[src/rtl/down_timer.sv]
// down_timer: loadable down-counting timer with prescaler, one-shot and
// auto-reload modes.
//
// A start value is captured on load and counted down once per prescaled
// tick while running. Reaching zero raises a one-cycle terminal-count pulse
// and either reloads (periodic mode) or parks the timer in DONE (one-shot).
//
// Ports:
//   clk          in   system clock, rising edge
//   reset        in   synchronous active-high reset
//   load         in   capture reload_val into count and reload register
//   reload_val   in   [WIDTH]       value captured on load
//   start        in   begin / resume counting
//   stop         in   pause counting
//   auto_reload  in   1 = periodic, 0 = one-shot (sampled live)
//   prescale     in   [PRESCALE_W]  one tick every prescale+1 clocks (live)
//   q            out  [WIDTH]       current count
//   busy         out  state is RUN
//   done         out  state is DONE
//   tc           out  registered one-cycle terminal-count pulse
module down_timer #(
  parameter int WIDTH      = 8,
  parameter int PRESCALE_W = 8
) (
  input  logic                  clk,
  input  logic                  reset,
  input  logic                  load,
  input  logic [WIDTH-1:0]      reload_val,
  input  logic                  start,
  input  logic                  stop,
  input  logic                  auto_reload,
  input  logic [PRESCALE_W-1:0] prescale,
  output logic [WIDTH-1:0]      q,
  output logic                  busy,
  output logic                  done,
  output logic                  tc
);

  typedef enum logic [1:0] {
    IDLE = 2'd0,
    RUN  = 2'd1,
    DONE = 2'd2
  } state_e;

  localparam logic [WIDTH-1:0]      CNT_ONE = WIDTH'(1);
  localparam logic [PRESCALE_W-1:0] PC_ONE  = PRESCALE_W'(1);

  state_e                state_q, state_d;
  logic [WIDTH-1:0]      cnt_q, cnt_d;
  logic [WIDTH-1:0]      reload_q, reload_d;
  logic [PRESCALE_W-1:0] pc_q, pc_d;
  logic                  tc_q, tc_d;

  always_ff @(posedge clk) begin
    if (reset) begin
      state_q  <= IDLE;
      cnt_q    <= '0;
      reload_q <= '0;
      pc_q     <= '0;
      tc_q     <= 1'b0;
    end else begin
      state_q  <= state_d;
      cnt_q    <= cnt_d;
      reload_q <= reload_d;
      pc_q     <= pc_d;
      tc_q     <= tc_d;
    end
  end

  always_comb begin
    state_d  = state_q;
    cnt_d    = cnt_q;
    reload_d = reload_q;
    pc_d     = pc_q;
    tc_d     = 1'b0;

    if (load) begin
      // load overrides any start/stop in the same cycle
      cnt_d    = reload_val;
      reload_d = reload_val;
      pc_d     = '0;
      state_d  = IDLE;
    end else if (stop && (state_q == RUN)) begin
      // pause: count is held so a later start resumes from it
      state_d = IDLE;
      pc_d    = '0;
    end else if (start && (state_q == IDLE)) begin
      if (cnt_q != '0) begin
        state_d = RUN;
        pc_d    = '0;
      end else begin
        // nothing to count: expire immediately
        state_d = DONE;
        tc_d    = 1'b1;
      end
    end else if (start && (state_q == DONE)) begin
      if (reload_q != '0) begin
        cnt_d   = reload_q;
        state_d = RUN;
        pc_d    = '0;
      end else begin
        tc_d = 1'b1;
      end
    end else if (state_q == RUN) begin
      // >= rather than == so lowering prescale mid-run cannot strand pc
      if (pc_q >= prescale) begin
        pc_d = '0;
        if (cnt_q > CNT_ONE) begin
          cnt_d = cnt_q - CNT_ONE;
        end else begin
          tc_d = 1'b1;
          // a zero reload value cannot sustain a period: fall back to one-shot
          if (auto_reload && (reload_q != '0)) begin
            cnt_d = reload_q;
          end else begin
            cnt_d   = '0;
            state_d = DONE;
          end
        end
      end else begin
        pc_d = pc_q + PC_ONE;
      end
    end
  end

  assign q    = cnt_q;
  assign busy = (state_q == RUN);
  assign done = (state_q == DONE);
  assign tc   = tc_q;

endmodule

[config.mk]
export PLATFORM = sky130hd
export DESIGN_NAME = down_timer
export DESIGN_NICKNAME = d
export VERILOG_FILES = /design/src/rtl/down_timer.sv
export SDC_FILE = /design/constraint.sdc
export NUM_CORES = 1
export LEC_CHECK = 0
export BUFFER_PORTS_ARGS = -buffer_cell sky130_fd_sc_hd__buf_4
export CELL_PAD_IN_SITES_DETAIL_PLACEMENT = 2
export CELL_PAD_IN_SITES_GLOBAL_PLACEMENT = 2
export CORE_MARGIN = 2
export CORE_UTILIZATION = 26
export CTS_CLUSTER_DIAMETER = 150
export DETAILED_ROUTE_END_ITERATION = 12
export PLACE_DENSITY_LB_ADDON = 0.1
export SYNTH_ARGS = -nofsm -noshare
export SYNTH_HDL_FRONTEND = slang
export SYNTH_SLANG_ARGS = --single-unit
[constraint.sdc]
create_clock -name clk -period 5.1 [get_ports clk]
set_clock_uncertainty 0.2 [all_clocks]
set_input_delay 0.255 -clock clk [delete_from_list [all_inputs] [get_ports clk]]
set_output_delay 0.255 -clock clk [all_outputs]
set_load 0.02 [all_outputs]
# Word-level counts from Yosys, hierarchy flattened
# Index checks and enable logic that the tools add are counted.
dict set report op_classes {
  n_addsub 2
  order_cmp 2
  n_eq_ne 9
  muxes 30
  n_reduce_logical 15
}
# op n
set op_table {}
lappend op_table {{$mux 8} 15}
lappend op_table {{$mux 2} 8}
lappend op_table {{$reduce_bool 8->1} 2}
lappend op_table {{$reduce_bool 3->1} 4}
lappend op_table {{$reduce_and 5->1} 2}
lappend op_table {{$add 8x1->8 const B} 1}
lappend op_table {{$ge 8x8->1} 1}
lappend op_table {{$gt 8x1->1 const B} 1}
lappend op_table {{$sub 8x1->8 const B} 1}
lappend op_table {{$mux 1} 7}
lappend op_table {{$ne 3x2->1 const B} 2}
lappend op_table {{$ne 3x3->1 const B} 2}
lappend op_table {{$logic_and 1x1->1} 4}
lappend op_table {{$ne 2x2->1 const B} 2}
lappend op_table {{$reduce_and 3->1} 1}
lappend op_table {{$reduce_or 3->1} 1}
lappend op_table {{$eq 2x1->1 const B} 1}
lappend op_table {{$eq 2x2->1 const B} 1}
lappend op_table {{$logic_not 2->1} 1}
lappend op_table {{$ne 2x1->1 const B} 1}
dict set report totals {
  register_bits 27
  input_bits 22
  out_inout_bits 11
  elab_cells 63
}

# Depth between registers and ports, before layout
# Gate-level depths: netlist of the first run.
dict set report logic_depth {
  ltp_word 10
  mapped_depth 9
  mapped_depth_nobuf 8
}

# Least setup slack after synthesis of the first run
# OpenSTA, ideal clock, no wires.
dict set report synth_path {
  path_kind {register to register}
  from {register pc_q[0]}
  to {register state_q[1]}
  setup_ns 0.122
  t_arrival_ns 1.913
  path_slack_ns 2.865
  path_stages_with_launch 9
  n_path_buf 0
  path_cell_list {dfxtp_1 > inv_1 > ha_1 > nand2b_1 > a2111oi_0 > o21bai_1 > nand2_1 > nor4_1 > o311a_1}
}
dict set report synth_via {
  elab_chain_cells 3
}
# element line
set synth_rtl {}
lappend synth_rtl {{from (decl)} 51} ;# logic [PRESCALE_W-1:0] pc_q, pc_d;
lappend synth_rtl {{from (signal assigned)} 65} ;# pc_q <= pc_d;
lappend synth_rtl {{$ge 8x8->1} 106} ;# if (pc_q >= prescale) begin
lappend synth_rtl {{$reduce_bool 3->1 (no source line)} n/a}
lappend synth_rtl {{$reduce_and 5->1 (no source line)} n/a}
lappend synth_rtl {{to (signal assigned)} 62} ;# state_q <= state_d;
lappend synth_rtl {{to (decl)} 48} ;# state_e state_q, state_d;
# No other way between the ends.
# A chain may end at the register's enable or synchronous reset.

# Worst setup path after layout of the first run
dict set report layout_path {
  from {register pc_q[3]}
  to {register cnt_q[3], in the netlist q[3]}
}
dict set report layout_via {
  elab_chain_cells 3
}
# element line
set layout_rtl {}
lappend layout_rtl {{$ge 8x8->1} 106}
lappend layout_rtl {{$reduce_bool 3->1 (no source line)} n/a}
lappend layout_rtl {{$reduce_and 5->1 (no source line)} n/a}
lappend layout_rtl {{to (signal assigned)} 63} ;# cnt_q <= cnt_d;
lappend layout_rtl {{to (decl)} 49} ;# logic [WIDTH-1:0] cnt_q, cnt_d;
# No other way between the ends.

==> results of run 1 <==
## layer usage
layer / up-vias / routed length (um)
met2: 26 / 2310
met1: 818 / 2920
met5: - / 0
li1: 814 / -
met3: 4 / 163
met4: 0 / 41
## cell families after synthesis
logic type / Yosys count
XOR/XNOR: 10
AND/OR/NAND/NOR: 82
flip-flops: 27
multiplexers: 7
adder cells (fa/ha/maj): 12
buffers and inverters: 23
AO/OA/AOI/OAI: 50
## report_power, final
part / leakage [nW] / switching (W) / total [W] / internal (W)
combinational: 0.586 / 0.000106 / 0.000177 / 0.0000714
clock: 0.0217 / 0.0000767 / 0.000132 / 0.0000557
sequential: 0.221 / 0.0000184 / 0.000242 / 0.000224
total: 0.829 / 0.000201 / 0.000552 / 0.000351
## final cells by class
type	instances	area [um^2]	area share
multi-input cells	161	1090	0.525
flip-flops and latches	27	541	0.261
repair buffers	32	240	0.116
well taps	77	96.3	0.0466
inverters	15	56.3	0.0272
clock buffers	3	41.3	0.0200
clock inverters	1	7.51	0.00363
## synth_stat cells, types with 3 or more instances
| cell | count |
|---|---|
| o21ai_0 | 3 |
| nand3_1 | 4 |
| a21oi_1 | 10 |
| inv_1 | 15 |
| nor3_1 | 5 |
| nor4_1 | 4 |
| ha_1 | 12 |
| dfxtp_1 | 27 |
| a211oi_1 | 3 |
| mux2i_1 | 6 |
| xnor2_1 | 8 |
| nand2_1 | 28 |
| nor2_1 | 27 |
| a222oi_1 | 4 |
## worst register-to-register path: stages, from the launching register on
cell,delay (ns)
dfxtp_1,0.37
ha_1,0.29
o21ai_1,0.07
a211o_1,0.31
or3b_1,0.37
a32oi_2,0.57
inv_1,0.13
o32ai_1,0.28
## state kept, by name, indices dropped and copies added, names as in the netlist
register	flops
q	8
reload_q	8
tc	1
pc_q	8
state_q	2
## metrics by stage
step / setup slack (ns) / instances / util
3_5_place_dp: 2.45 / 312 / 0.316
5_1_grt: 2.25 / 316 / 0.324
2_1_floorplan: 2.87 / 211 / -
4_1_cts: 2.43 / 316 / 0.324
6_report: 2.44 / 316 / 0.324
3_3_place_gp: 2.44 / 312 / 0.316
## placed cells by master, fill, tap and decap left out, types with 3 or more instances in the layout
cell,instances
buf_4,32
nand2_1,28
nor2_1,27
dfxtp_1,27
inv_1,15
ha_1,12
a21oi_1,10
xnor2_1,8
mux2i_1,6
nor3_1,5
nor4_1,4
nand3_1,4
a222oi_1,4
o21ai_0,3
a211oi_1,3
clkbuf_8,3
## worst paths after layout
path                      start           to  slack, ns  cells after the start
hold / removal    reload_val[7]  reload_q[7]       0.01                      3
setup reg to reg        pc_q[3]         q[3]       2.44                      7
setup / recovery        pc_q[3]         q[3]       2.44                      7
hold reg to reg     reload_q[4]  reload_q[4]       0.29                      2
==> flow_summary.ini, run 1 <==
[pwr]
totalPowerFinal_w = 0.000552
p_leak_nw = 0.829
powerDensity_mw_per_mm2 = 267
vdd_drop_max_mv = 0.0947

[finish]
fin_nets = 274
antennaDiodeCount = 0
drive_above_1_share = 0.184
fill_cells = 738
post-route-cell-area_mm2 = 0.00207
area_growth_pct = 19.3

[die]
start_util = 0.271
die_x_um = 85.6
num_rows = 29
design.core.area_mm2 = 0.00639
ios = 33
die_h_um = 85.6
dieArea_mm2 = 0.00733

[timing]
whs_ns = 0.0129
fin_crit_sh = 0.522
final-setup-viol-count = 0
finalHoldViolations = 0
final_max_slew_viol_count = 0
max_freq_mhz = 376
rsz0062_at_grt = false
slew_headroom = 0.344
worst_slew_pin_slew_ns = 0.975
layout_min_cycle_time_ns = 2.66
setup_tns_ns = 0

[setup_path]
critPathLaunchType = register
crit_slowest_cell = a32oi_2
max_stage_delay_ns = 0.57
crit_type = reg2reg
path_buf_inv = 1
critPathTopFamily = compound AO/OA/AOI/OAI gates
crit_required_ns = 5.10
cp.arrival_ns = 2.66
worstPathCellList = ha_1 -> o21ai_1 -> a211o_1 -> or3b_1 -> a32oi_2 -> inv_1 -> o32ai_1
endpoint_kind = register
critPathMaxFanout = 11

[route]
vias = 1662
drcViolationCount = 0
wirelength_mm = 5.44
postRouteAntennaNets = 0
vias_per_cell = 5.26
drt-initial-drc-count = 63
wl_per_cell_um = 17.2
firstDrtPassIters = 6

[cts]
cts.sinks = 27
htreeDepth = 1
clk-insertion-delay-late_ns = 0.28
cts_resized = 0
cts-buffers-inserted = 3
cts_root_buf = clkbuf_8
cts_tree = built
cts_buffer_depth = 2
path_clk_slew_ns = 0.11
post_cts_buffers = 0
hold_buffers = 0

[global_routing]
grt_pass1_wl_mm = 9.05
grtUsageTotal = 0.157
grt_max_degree = 18
grt_pass1_vias = 1688
grt_busiest_layer = met1
grt_use_met1 = 0.242
met2_usage = 0.234
gr-total-overflow = 0
grtUsageMet3 = 0.0183
antenna_found_initial = 0

[yosys]
syn_nets = 245
seq_area_frac_synth = 0.312
syn-cell-area_mm2 = 0.00173
async_flop_share = 0
yosys_warnings = 0
synthFlopType = dfxtp_1
synthCells = 211
synth.avg_cell_area_um2 = 8.21
synth_adder_area_share = 0.0866
synth.distinct_cells = 56
synth_area_leaders = dfxtp_1 (31%), ha_1 (8.7%), nand2_1 (6.1%)
synth_top_family_by_area = compound AO/OA/AOI/OAI gates
synth_top_area_frac = 0.312
synthXorXnorAreaFrac = 0.0505
synthMuxAreaShare = 0.0412
synth_compound_area_frac = 0.227
yosys.area_share.simple = 0.222
synth_edf_count = 0
ys_ff_latch = 27
synth_top_area_cell = dfxtp_1

[place]
dp_hpwl_mm = 4.30
dpl-instance-area_mm2 = 0.00202
gp_congestion = 0.731
port_buffers = 32

[worst_hold_path]
worstHoldPathType = in2reg

[outcome]
status = completed

[run]
maxCapViolations = 0
No activity file was read; power rests on OpenSTA's default activity.
==> inputs of run 2 (changes only) <==
Settings changed: ABC_AREA from default to 1.
Clock period 5.1 ns to 2.5 ns, I/O delays scaled along.
==> run 2 against run 1 <==
Against the previous run: clock-buffer cell count rose by 1; sequential share of layout area decreased by 2.9 points; total power up 100%; synthesized cell count rose by 34%; via count increased by 16%; wire length increased by 2.9%; non-clock buffer count grew 13; critical path depth rose by 4; die area up 4.7%; maximum frequency is 18% higher; register-to-register slack lost 2.2 ns; first-iteration DRC count shrank 27%; critical endpoint is now q[5]; largest cell class unchanged.
==> flow_summary.ini, run 2 <==
[finish]
final_cell_mix = nand2_1 (72), nor2_1 (42), inv_1 (36)
multi_input_area_mm2 = 0.00109
instances_no_fill = 422
drive_above_1_share = 0.156
antennaDiodeCount = 0
final_common_cell = nand2_1
area_growth_pct = 27.6
final-seq-area_um2 = 541
fin_nets = 361
fill_cells = 819

[route]
drt-initial-drc-count = 46
wirelength_mm = 5.60
vias_per_cell = 4.57
vias = 1927
postRouteAntennaNets = 0
wl_per_cell_um = 13.3
firstDrtPassIters = 4
drcViolationCount = 0

[yosys]
synth_top_area_frac = 0.297
synth_edf_count = 0
synthFlopType = dfxtp_1
synth_top_area_cell = dfxtp_1
synthCells = 282
post-synth-top-count-cell = nand2_1
synth_area_leaders = dfxtp_1 (30%), nand2_1 (15%), nor2_1 (8.7%)
synth.distinct_cells = 28
syn-cell-area_mm2 = 0.00182
synth_commonest_cells = nand2_1 (72), nor2_1 (42), inv_1 (36)
yosys_warnings = 0
ys_ff_latch = 27
seq_area_frac_synth = 0.297
synth.avg_cell_area_um2 = 6.45
async_flop_share = 0
syn_nets = 316

[setup_path]
critPathMaxFanout = 6
startpoint = q[0]
crit_type = reg2reg
critPathTopFamily = simple AND/OR/NAND/NOR gates
max_stage_delay_ns = 0.40
endpoint_kind = register
cp_common_cell = nor2_1
critPathLaunchType = register
worstPathCellList = inv_1 -> ha_1 -> nor2_1 -> nor2_1 -> nand2_1 -> nand2_1 -> nor2_2 -> nand3_1 -> nand3_1 -> nor2_1 -> nor2_1
crit_slowest_cell = dfxtp_1
rr_startpoint = q[0]
path_buf_inv = 1
crit_required_ns = 2.52
cp.arrival_ns = 2.27

[die]
start_util = 0.268
ios = 33
die_x_um = 87.7
die_h_um = 87.7
num_rows = 30
design.core.area_mm2 = 0.00679
dieArea_mm2 = 0.00768

[global_routing]
grt_pass1_vias = 2092
grtUsageTotal = 0.161
gr-total-overflow = 0
grt_max_degree = 22
grt_pass1_wl_mm = 9.82
antenna_found_initial = 0

[place]
gp_congestion = 0.780
dp_hpwl_mm = 4.45
port_buffers = 32
placed_cells = 405

[cts]
clk-insertion-delay-late_ns = 0.28
cts.sinks = 27
path_clk_slew_ns = 0.11
cts-buffers-inserted = 3
cts_root_buf = clkbuf_8
htreeDepth = 1
cts_buffer_depth = 2
cts_resized = 0
cts_tree = built

[pwr]
vdd_drop_max_mv = 0.204
powerDensity_mw_per_mm2 = 484
p_leak_nw = 1.15

[timing]
max_freq_mhz = 445
final-setup-viol-count = 0
setup_tns_ns = 0
rsz0062_at_grt = false
fin_crit_sh = 0.898
layout_min_cycle_time_ns = 2.25
final_max_slew_viol_count = 0
whs_ns = 0.00152
finalHoldViolations = 0
worst_slew_pin_slew_ns = 0.373
slew_headroom = 0.751

[worst_hold_path]
worstHoldPathType = in2reg
min_from = load

[run]
maxCapViolations = 0

[outcome]
status = completed
==> run 2: cell families after synthesis <==
group,count (synthesis),share of synthesized area
DFF,27,0.297
and+or+nand+nor,163,0.401
xor gates and xnor gates,5,0.0241
adders and majority gates,12,0.0825
AOI/OAI and AO/OA,28,0.0908
buffers and inverters,47,0.105
==> run 2: final timing paths <==
path / endpoint / slack, ns / depth (start not counted)
setup / recovery: q[5] / 0.25 / 11
hold / removal: reload_q[4] / 0.002 / 3
setup reg to reg: q[5] / 0.25 / 11
hold reg to reg: reload_q[2] / 0.29 / 2
==> run 2: cell type report <==
cell class                 count  share of cell area
inverter                      42              0.0679
timing repair buffer          45               0.159
multi-input combinational    208               0.469
clock buffer                   4              0.0194
sequential                    27               0.233
tap                           96              0.0517
==> run 2: what timing repair did <==
item,in CTS,in global routing
hold buffers,13,0
setup buffers,0,0
endpoints found under the hold margin,8,0
==> run 2: per-stage QoR <==
step	total power [W]	setup WS [ns]	instance area, um^2	util
floorplan	0.000728	0.585	1820	-
global placement	0.000848	0.275	2150	0.316
detailed placement	0.000853	0.276	2150	0.316
CTS	0.00115	0.226	2320	0.342
global route	0.00121	0.0867	2320	0.342
finish	0.00112	0.254	2320	0.342
==> run 2: layer usage <==
layer	vias to the layer above	wire length, um	global-route usage
met5	-	0	0
met4	0	36	0.0336
met3	2	121	0.0236
met2	21	3010	0.304
met1	918	2430	0.192
li1	986	-	-
==> run 2: worst register-to-register path: stages (launching register included) <==
cell and delay, ns:
dfxtp_1 0.40, inv_1 0.14, ha_1 0.30, nor2_1 0.16, nor2_1 0.07, nand2_1 0.10, nand2_1 0.16, nor2_2 0.26
nand3_1 0.14, nand3_1 0.12, nor2_1 0.05, nor2_1 0.10
==> run 2: power by group <==
| part | internal [W] | leakage, nW | switching, W | total [W] |
|---|---|---|---|---|
| clock network | 0.000115 | 0.0228 | 0.000155 | 0.000269 |
| registers | 0.000454 | 0.221 | 0.0000207 | 0.000474 |
| logic | 0.000142 | 0.901 | 0.000237 | 0.000379 |
